==> src/rtl/branch_pkg.sv <==
// rtl/branch_pkg.sv - shared condition codes, counter states and helpers for branch resolution
package branch_pkg;

    // Branch condition codes
    localparam logic [2:0] BR_EQ     = 3'b000;
    localparam logic [2:0] BR_NE     = 3'b001;
    localparam logic [2:0] BR_NEVER  = 3'b010;
    localparam logic [2:0] BR_ALWAYS = 3'b011;
    localparam logic [2:0] BR_LT     = 3'b100;
    localparam logic [2:0] BR_GE     = 3'b101;
    localparam logic [2:0] BR_LTU    = 3'b110;
    localparam logic [2:0] BR_GEU    = 3'b111;

    // Two-bit saturating predictor counter states
    localparam logic [1:0] CTR_SNT = 2'b00;
    localparam logic [1:0] CTR_WNT = 2'b01;
    localparam logic [1:0] CTR_WT  = 2'b10;
    localparam logic [1:0] CTR_ST  = 2'b11;

    // Unconditional codes never train the predictor or count as branches
    function automatic logic is_conditional(input logic [2:0] cond);
        return (cond != BR_NEVER) && (cond != BR_ALWAYS);
    endfunction

    // Saturating step of a predictor counter towards the resolved direction
    function automatic logic [1:0] ctr_update(input logic [1:0] ctr, input logic dir);
        if (dir) begin
            return (ctr == CTR_ST) ? CTR_ST : ctr + 2'd1;
        end
        return (ctr == CTR_SNT) ? CTR_SNT : ctr - 2'd1;
    endfunction

endpackage

==> src/rtl/branch_cond_eval.sv <==
// rtl/branch_cond_eval.sv - combinational XLEN-wide branch condition evaluator
module branch_cond_eval
    import branch_pkg::*;
#(
    parameter int XLEN = 32
) (
    input  logic [XLEN-1:0] a,
    input  logic [XLEN-1:0] b,
    input  logic [2:0]      cond,
    output logic            taken
);

    logic eq;
    logic ltu;
    logic lt;

    assign eq  = (a == b);
    assign ltu = (a < b);
    // Differing sign bits decide a signed compare directly; otherwise the unsigned order holds
    assign lt  = (a[XLEN-1] != b[XLEN-1]) ? a[XLEN-1] : ltu;

    // Select the comparison result named by the condition code
    always_comb begin
        taken = 1'b0;
        case (cond)
            BR_EQ:     taken = eq;
            BR_NE:     taken = !eq;
            BR_LT:     taken = lt;
            BR_GE:     taken = !lt;
            BR_LTU:    taken = ltu;
            BR_GEU:    taken = !ltu;
            BR_NEVER:  taken = 1'b0;
            BR_ALWAYS: taken = 1'b1;
            default:   taken = 1'b0;
        endcase
    end

endmodule

==> src/rtl/branch_resolve_unit.sv <==
// rtl/branch_resolve_unit.sv - pipelined branch resolver with BHT training and statistics
module branch_resolve_unit
    import branch_pkg::*;
#(
    parameter int XLEN    = 32,
    parameter int BHT_IDX = 6,
    parameter int CNT_W   = 16
) (
    input  logic             clk,
    input  logic             rst_n,
    input  logic             flush,
    input  logic             in_valid,
    output logic             in_ready,
    input  logic [XLEN-1:0]  pc,
    input  logic [XLEN-1:0]  a,
    input  logic [XLEN-1:0]  b,
    input  logic [XLEN-1:0]  imm,
    input  logic [2:0]       branch_cond,
    input  logic             pred_taken,
    output logic             out_valid,
    input  logic             out_ready,
    output logic             taken,
    output logic [XLEN-1:0]  target,
    output logic [XLEN-1:0]  next_pc,
    output logic             mispredict,
    input  logic [XLEN-1:0]  lookup_pc,
    output logic             lookup_taken,
    output logic [CNT_W-1:0] stat_branches,
    output logic [CNT_W-1:0] stat_mispred
);

    localparam int BHT_N = 1 << BHT_IDX;

    logic [BHT_N-1:0][1:0] bht;
    logic                  cond_taken;
    logic                  accept;
    logic                  train;
    logic [XLEN-1:0]       target_c;
    logic [XLEN-1:0]       seq_pc;
    logic [BHT_IDX-1:0]    wr_idx;
    logic [BHT_IDX-1:0]    rd_idx;
    logic                  unused_lookup_bits;

    branch_cond_eval #(
        .XLEN (XLEN)
    ) u_cond_eval (
        .a     (a),
        .b     (b),
        .cond  (branch_cond),
        .taken (cond_taken)
    );

    assign in_ready = !out_valid || out_ready;
    assign accept   = in_valid && in_ready && !flush;
    assign train    = accept && is_conditional(branch_cond);

    assign target_c = pc + imm;
    assign seq_pc   = pc + XLEN'(4);

    assign wr_idx = pc[BHT_IDX+1:2];
    assign rd_idx = lookup_pc[BHT_IDX+1:2];

    // Read port sees the array before this cycle's write lands
    assign lookup_taken = bht[rd_idx][1];

    // Only the word-aligned index bits of the fetch query select an entry
    assign unused_lookup_bits = ^{lookup_pc[XLEN-1:BHT_IDX+2], lookup_pc[1:0]};

    // Single result register: load on accept, drop on consume or flush
    always_ff @(posedge clk or negedge rst_n) begin
        if (!rst_n) begin
            out_valid  <= 1'b0;
            taken      <= 1'b0;
            target     <= '0;
            next_pc    <= '0;
            mispredict <= 1'b0;
        end else if (flush) begin
            out_valid <= 1'b0;
        end else if (accept) begin
            out_valid  <= 1'b1;
            taken      <= cond_taken;
            target     <= target_c;
            next_pc    <= cond_taken ? target_c : seq_pc;
            mispredict <= (cond_taken != pred_taken);
        end else if (out_ready) begin
            out_valid <= 1'b0;
        end
    end

    // Train the indexed predictor counter on each accepted conditional branch
    always_ff @(posedge clk or negedge rst_n) begin
        if (!rst_n) begin
            bht <= {BHT_N{CTR_WNT}};
        end else if (train) begin
            bht[wr_idx] <= ctr_update(bht[wr_idx], cond_taken);
        end
    end

    // Saturating branch and mispredict counters for accepted conditional branches
    always_ff @(posedge clk or negedge rst_n) begin
        if (!rst_n) begin
            stat_branches <= '0;
            stat_mispred  <= '0;
        end else if (train) begin
            if (stat_branches != '1) begin
                stat_branches <= stat_branches + CNT_W'(1);
            end
            if ((cond_taken != pred_taken) && (stat_mispred != '1)) begin
                stat_mispred <= stat_mispred + CNT_W'(1);
            end
        end
    end

endmodule

==> config.mk <==
export PLATFORM = sky130hd
export DESIGN_NAME = branch_resolve_unit
export DESIGN_NICKNAME = d
export VERILOG_FILES = /design/src/rtl/branch_pkg.sv /design/src/rtl/branch_cond_eval.sv /design/src/rtl/branch_resolve_unit.sv
export SDC_FILE = /design/constraint.sdc
export NUM_CORES = 1
export LEC_CHECK = 0
export BUFFER_PORTS_ARGS = -buffer_cell sky130_fd_sc_hd__buf_2
export CELL_PAD_IN_SITES_DETAIL_PLACEMENT = 1
export CELL_PAD_IN_SITES_GLOBAL_PLACEMENT = 1
export CORE_ASPECT_RATIO = 1.5
export CORE_UTILIZATION = 39
export CTS_BUF_LIST = sky130_fd_sc_hd__clkbuf_16
export CTS_CLUSTER_DIAMETER = 50
export CTS_CLUSTER_SIZE = 8
export DETAILED_ROUTE_END_ITERATION = 16
export PLACE_DENSITY_LB_ADDON = 0.1
export SLEW_MARGIN = 0
export SYNTH_ARGS = -nofsm -noshare
export SYNTH_HDL_FRONTEND = slang
export SYNTH_SLANG_ARGS = --single-unit
==> constraint.sdc <==
create_clock -name clk -period 3.66 [get_ports clk]
set_input_delay 0.732 -clock clk [delete_from_list [all_inputs] [get_ports clk]]
set_output_delay 0.732 -clock clk [all_outputs]
set_load 0.005 [all_outputs]
* Word-level counts from Yosys, hierarchy flattened
Index checks and enable logic that the tools add are counted.
** Word-level totals
- Flip-flop bits (word level) :: 227
- Bits in latches :: 0
- Bits in writable memories :: 0
- Bits in read-only memories :: 0
- Bits of input ports :: 169
- Output and inout bits :: 101
- Word-level logic and storage cells :: 135
- Memories kept :: 0
** Operators by class
- $add $sub $neg :: 6
- Multiply operators :: 0
- Div/mod/pow operators :: 0
- Order comparisons :: 4
- Eq/ne operators :: 15
- Shift-type cells :: 0
- Mux-type cells :: 20
- Bitwise logic cells :: 1
- Reductions and logical operators :: 18
** Operator list (count)
- $bwmux 128 :: 1
- $add 16x1->16 const B :: 2
- $add 32x3->32 const B :: 1
- $add 32x32->32 :: 1
- $eq 32x32->1 :: 1
- $lt 32x32->1 :: 1
- $mux 32 :: 1
- $ne 16x16->1 const B :: 2
- $bmux 2 s6 :: 2
- $mux 2 :: 8
- $lt 6x7->1 const B :: 2
- $demux 2 s6 :: 1
- $eq 3x3->1 const B :: 4
- $pmux 1 s8 :: 1
- $eq 3x2->1 const B :: 2
- $ge 6x1->1 const B :: 1
- $logic_and 1x1->1 :: 6
- $mux 1 :: 6
- $ne 3x2->1 const B :: 2
- $reduce_and 2->1 :: 3
- $logic_not 1->1 :: 5
- $eq 3x1->1 const B :: 1
- $logic_not 3->1 :: 1
- $reduce_bool 3->1 :: 1
- 7 further kinds :: 8

* Longest topological paths before layout
- Depth after elaboration :: 9
- Mapped depth :: 14

* Modules after synthesis
From an unflattened synthesis, not the netlist that was laid out.
** Unflattened totals
- Cell total of the unflattened synthesis :: 1420
- Area, all modules :: 14069.7 µm²
** By module, submodules not included
- branch_resolve_unit :: instances 1, cells an instance 1300, area each 13211.4 µm², seq. area each 5760.5 µm²
- branch_cond_eval :: instances 1, cells an instance 120, area each 858.3 µm², seq. area each 0.0 µm²

* Least setup slack after synthesis
No wires, ideal clock.
- Path type :: in2out
- Start point :: input port lookup_pc[2]
- End point :: output port lookup_taken
- Arrival :: 3.144 ns
- Required time :: 2.928 ns
- Slack :: -0.216 ns
- Stages :: 5
- Buffers on the path :: 2
- Cell sequence :: clkbuf_1 buf_1 mux4_2 mux4_2 mux4_2
** On the way
- Word-level cells in the longest chain between the ends :: 2
** Ends and longest elaborated chain
- start: declaration :: RTL line branch_resolve_unit.sv:26 : input logic [XLEN-1:0] lookup_pc,
- $bmux 2 s6 :: RTL line branch_resolve_unit.sv:64 : assign lookup_taken = bht[rd_idx][1];
- $mux 2 (not written as such) :: RTL line branch_resolve_unit.sv:64
- end: declaration :: RTL line branch_resolve_unit.sv:27 : output logic lookup_taken,
No other way between the ends. The select of a mux whose other input is x is not followed.

* Worst setup path after layout
- Start point :: input port pc[2]
- End point :: register bht[119] (netlist name)
** On the way
- Word-level cells in the longest chain between the ends :: 8
- Elaborated cells on any way between the ends :: 17
** Ends and longest elaborated chain
- start: declaration :: RTL line branch_resolve_unit.sv:14 : input logic [XLEN-1:0] pc,
- $bmux 2 s6 :: RTL line branch_resolve_unit.sv:95 : bht[wr_idx] <= ctr_update(bht[wr_idx], cond_taken);
- $mux 2 (not written as such) :: RTL line branch_resolve_unit.sv:95
- $add 2x1->2 or $eq 2x2->1 (tied branches) :: RTL line branch_pkg.sv:28 : return (ctr == CTR_ST) ? CTR_ST : ctr + 2'd1;
- $mux 2 :: RTL line branch_pkg.sv:28
- $mux 2 :: RTL line branch_pkg.sv:27 : if (dir) begin
- $mux 2 :: RTL line branch_pkg.sv:30 : return (ctr == CTR_SNT) ? CTR_SNT : ctr - 2'd1;
- $mux 2 :: RTL line branch_resolve_unit.sv:94 : end else if (train) begin
- $bwmux 128 * :: RTL line branch_resolve_unit.sv:95
- end signal: assignment :: RTL line branch_resolve_unit.sv:93 : bht <= {BHT_N{CTR_WNT}};
- end signal: indexed assignment :: RTL line branch_resolve_unit.sv:95
- end: declaration :: RTL line branch_resolve_unit.sv:34 : logic [BHT_N-1:0][1:0] bht;
Mark *: on every way between the ends. The rest lies on a longest branch, timed or not. The select of a mux whose other input is x is not followed.
A chain may end at the register's enable or synchronous reset.

==> flow_summary.yaml <==
setup_path:
  crit_chain: "buf_2 -> buf_4 -> nor3b_1 -> a21boi_0 -> o221a_2 -> a211oi_1 -> buf_4 -> a31o_2 -> nor2_1 -> maj3_2 -> buf_4 -> o21ai_0"
  ff2ff_path_depth: 10
  cp.arrival_ns: 3.97
  worst_path_most_repeated_cell: "buf_4"
  cp_data_required_time_ns: 4.10
  startpoint: "pc[2]"
  critical_path_class: "in -> reg"
  r2r_slack_ns: 0.78
  rr_endpoint: "bht[122]$_DFFE_PN1P_"
  critPathLaunchType: "input port"
  path_max_fanout: 16
  r2r_start: "bht[58]$_DFFE_PN1P_"
  crit_family: "compound AO/OA/AOI/OAI gates"
  end_kind: "flip-flop"
  max_stage_delay_ns: 0.87
  slowest_stage: "nor3b_1"
  path_buf_inv: 4
synthesis:
  synth_area_leaders: "dfrtp_1, dfstp_2, nand2_1"
  yosysSeqAreaShare_pct: 40.3
  dominantRegCellSynth: "dfrtp_1"
  yosys.area.top_type_share_pct: 28.6
  synth-simple-area-share_pct: 18.4
  synth-xor-area-share_pct: 5.15
  synth_adder_area_share_pct: 6.08
  ys_types: 78
  ys.warnings.count: 0
  synth_mux_area_share_pct: 7.86
  synth.most_common_cell: "nand2_1"
  syn_area_per_cell_um2: 9.30
  yosys-top-cells-count: "nand2_1, dfrtp_1, o21ai_0"
  synth.net_count: 1771
  yosysTopAreaCell: "dfrtp_1"
  synth_top_family_by_area: "simple AND/OR/NAND/NOR gates"
  synth-seq-cells: 227
  syn_area_um2: 14300
  synth_edf_count: 0
  syn_inst: 1535
  synth_compound_area_share_pct: 18.0
  async_reset_ff_share_pct: 100
die:
  core_region_area_um2: 35900
  num_rows: 85
  dieArea_um2: 37400
  die_w_um: 158
  initial_core_util_pct: 39.7
  die_h_um: 236
  io_pins: 270
cts:
  cts_hold_buffers: 0
  cts_root_buf: "clkbuf_16"
  htree_num_levels: 2
  cts_sinks: 227
  numCtsBuffers: 36
  insertion_delay_ns: 0.52
  cts_tree: "done"
  cts.clk_slew.worst_paths_ns: 0.05
  cts.path.max_buffers: 3
min_path:
  min_path_type: "in -> async"
route:
  route.detailed.drc: 0
  routed-via-count: 13010
  ant_nets: 0
  routedWlPerCell_um: 20.4
  first_iter_violations: 646
  first_pass_iters: 5
  vias_per_cell: 5.48
  drt-total-wl_mm: 48.3
timing:
  hold_viol: 0
  setup_viol: 0
  clock.fmax_mhz: 283
  slew_headroom_pct: 24.4
  fin_crit_ns: 3.53
  holdWs_ns: 0.138
  rsz0062_at_grt: "no"
  worst_slack_ns: 0.126
  slew_violations: 0
  worst_pin_slew_ns: 1.13
  post-route-period-util_pct: 96.6
  finClkSkew_ns: 0.0126
run:
  max-cap-violations: 0
placement:
  place.detailed.hpwl_mm: 37.2
  pre_cts_slack_ns: -0.344
  gp_congestion: 0.881
  io_buffers: 243
global_route:
  grt_use_met3_pct: 3.78
  grt_max_degree: 97
  grtUsageMet1_pct: 29.5
  track_usage_pct: 26.4
  use_met2_pct: 48.8
  grt_pass1_wl_mm: 76.5
  grt_antenna_before_repair: 4
  top_usage_layer: "met2"
  grt_overflow: 0
  grt_pass1_vias: 14064
power:
  power_frac_comb_pct: 23.1
  p_per_area_nw_per_um2: 454
  internal-power_mw: 5.65
  p_leak_nw: 8.12
  ir_drop_v: 0.000324
  clock_power_share_pct: 38.7
  p_switching_mw: 2.49
  p_sw_share_pct: 30.6
  seq_power_share_pct: 38.2
final_layout:
  area_growth_pct: 25.6
  fillCellCount: 4252
  nets: 2103
  fin_util_pct: 49.9
  drive_gt1_share_pct: 31.9
run_status:
  status: "finished clean"
-- metal layers --
layer,vias up,wire length (µm)
li1,6176,-
met3,112,1870
met2,307,25600
met1,6411,18800
met5,-,30
met4,4,2070
-- worst reg2reg max path, delay by kind of cell (launching register included) --
kind | cells | cell delay [ns]
AOI/OAI and AO/OA | 5 | 1.08
adders and majority gates | 1 | 0.42
DFF | 1 | 0.36
buffers and inverters | 2 | 0.35
and+or+nand+nor | 1 | 0.31
muxes | 1 | 0.27
-- power groups by stage --
stage               logic, mW  clock network [mW]  registers, mW
floorplan                1.00                   0           3.12
global placement         1.84                   0           3.13
detailed placement       1.89                   0           3.15
CTS                      1.90                3.24           3.12
global route             2.08                3.32           3.16
finish                   1.88                3.15           3.11
-- flip-flops by register name (all words and copies together), names as in the netlist --
name,flops
target,32
out_valid,1
stat_branches,16
mispredict,1
next_pc,32
bht,128
stat_mispred,16
taken,1
-- repair_timing --
item,4_1_cts,5_1_grt
resized for setup,0,1
setup buffers,0,0
hold endpoints to repair,0,0
endpoints found under the setup margin,0,1
-- cell families (layout without fill, tap and decap cells) --
group	Yosys count	in the layout
other	0	2
multiplexers	76	76
flip-flops	227	227
buffers and inverters	126	484
XOR/XNOR	84	84
AND/OR/NAND/NOR	569	569
AO/OA/AOI/OAI	384	384
adder cells (fa/ha/maj)	69	69
-- how the worst max path moves through the flow --
stage | end | cells past startpoint
after floorplan | lookup_taken | 5
after global placement | next_pc[30]$_DFFE_PN0P_ | 13
after detailed placement | bht[124]$_DFFE_PN1P_ | 13
after CTS | lookup_taken | 6
after global routing | bht[122]$_DFFE_PN1P_ | 13
final | bht[119]$_DFFE_PN0P_ | 12
-- per-stage QoR --
step	cells	instance area [µm²]	TNS (ns)	power, mW
after floorplan	1535	14300	0	4.12
after global routing	2372	17900	0	8.56
final	2373	17900	0	8.14
after CTS	2371	17900	0	8.25
after global placement	2307	16800	-26.08	4.98
after detailed placement	2307	16800	-33.28	5.04
-- cell usage in the layout, fill, tap and decap left out, types with 38 or more instances in the layout --
master	Yosys	layout
buf_2	13	242
ha_1	66	66
dfstp_2	64	64
dfrtp_1	163	163
o21ai_1	53	54
clkbuf_16	0	38
a21oi_1	53	53
nand2_1	283	283
xnor2_1	52	52
inv_1	53	72
buf_4	6	108
o21ai_2	40	40
nor2_1	86	86
nand3_1	59	59
o21ai_0	88	87
-- layout make-up --
class | instances | area, µm² | share of cell area (%)
multi-input combinational | 1182 | 7920 | 44.2
inverter | 53 | 199 | 1.11
clock buffer | 38 | 951 | 5.30
clock inverter | 26 | 141 | 0.788
antenna | 2 | 5.00 | 0.0279
sequential | 227 | 5760 | 32.1
timing repair buffer | 367 | 2360 | 13.1
tap | 478 | 598 | 3.33
Note: power is estimated with default switching activity, not from simulation.
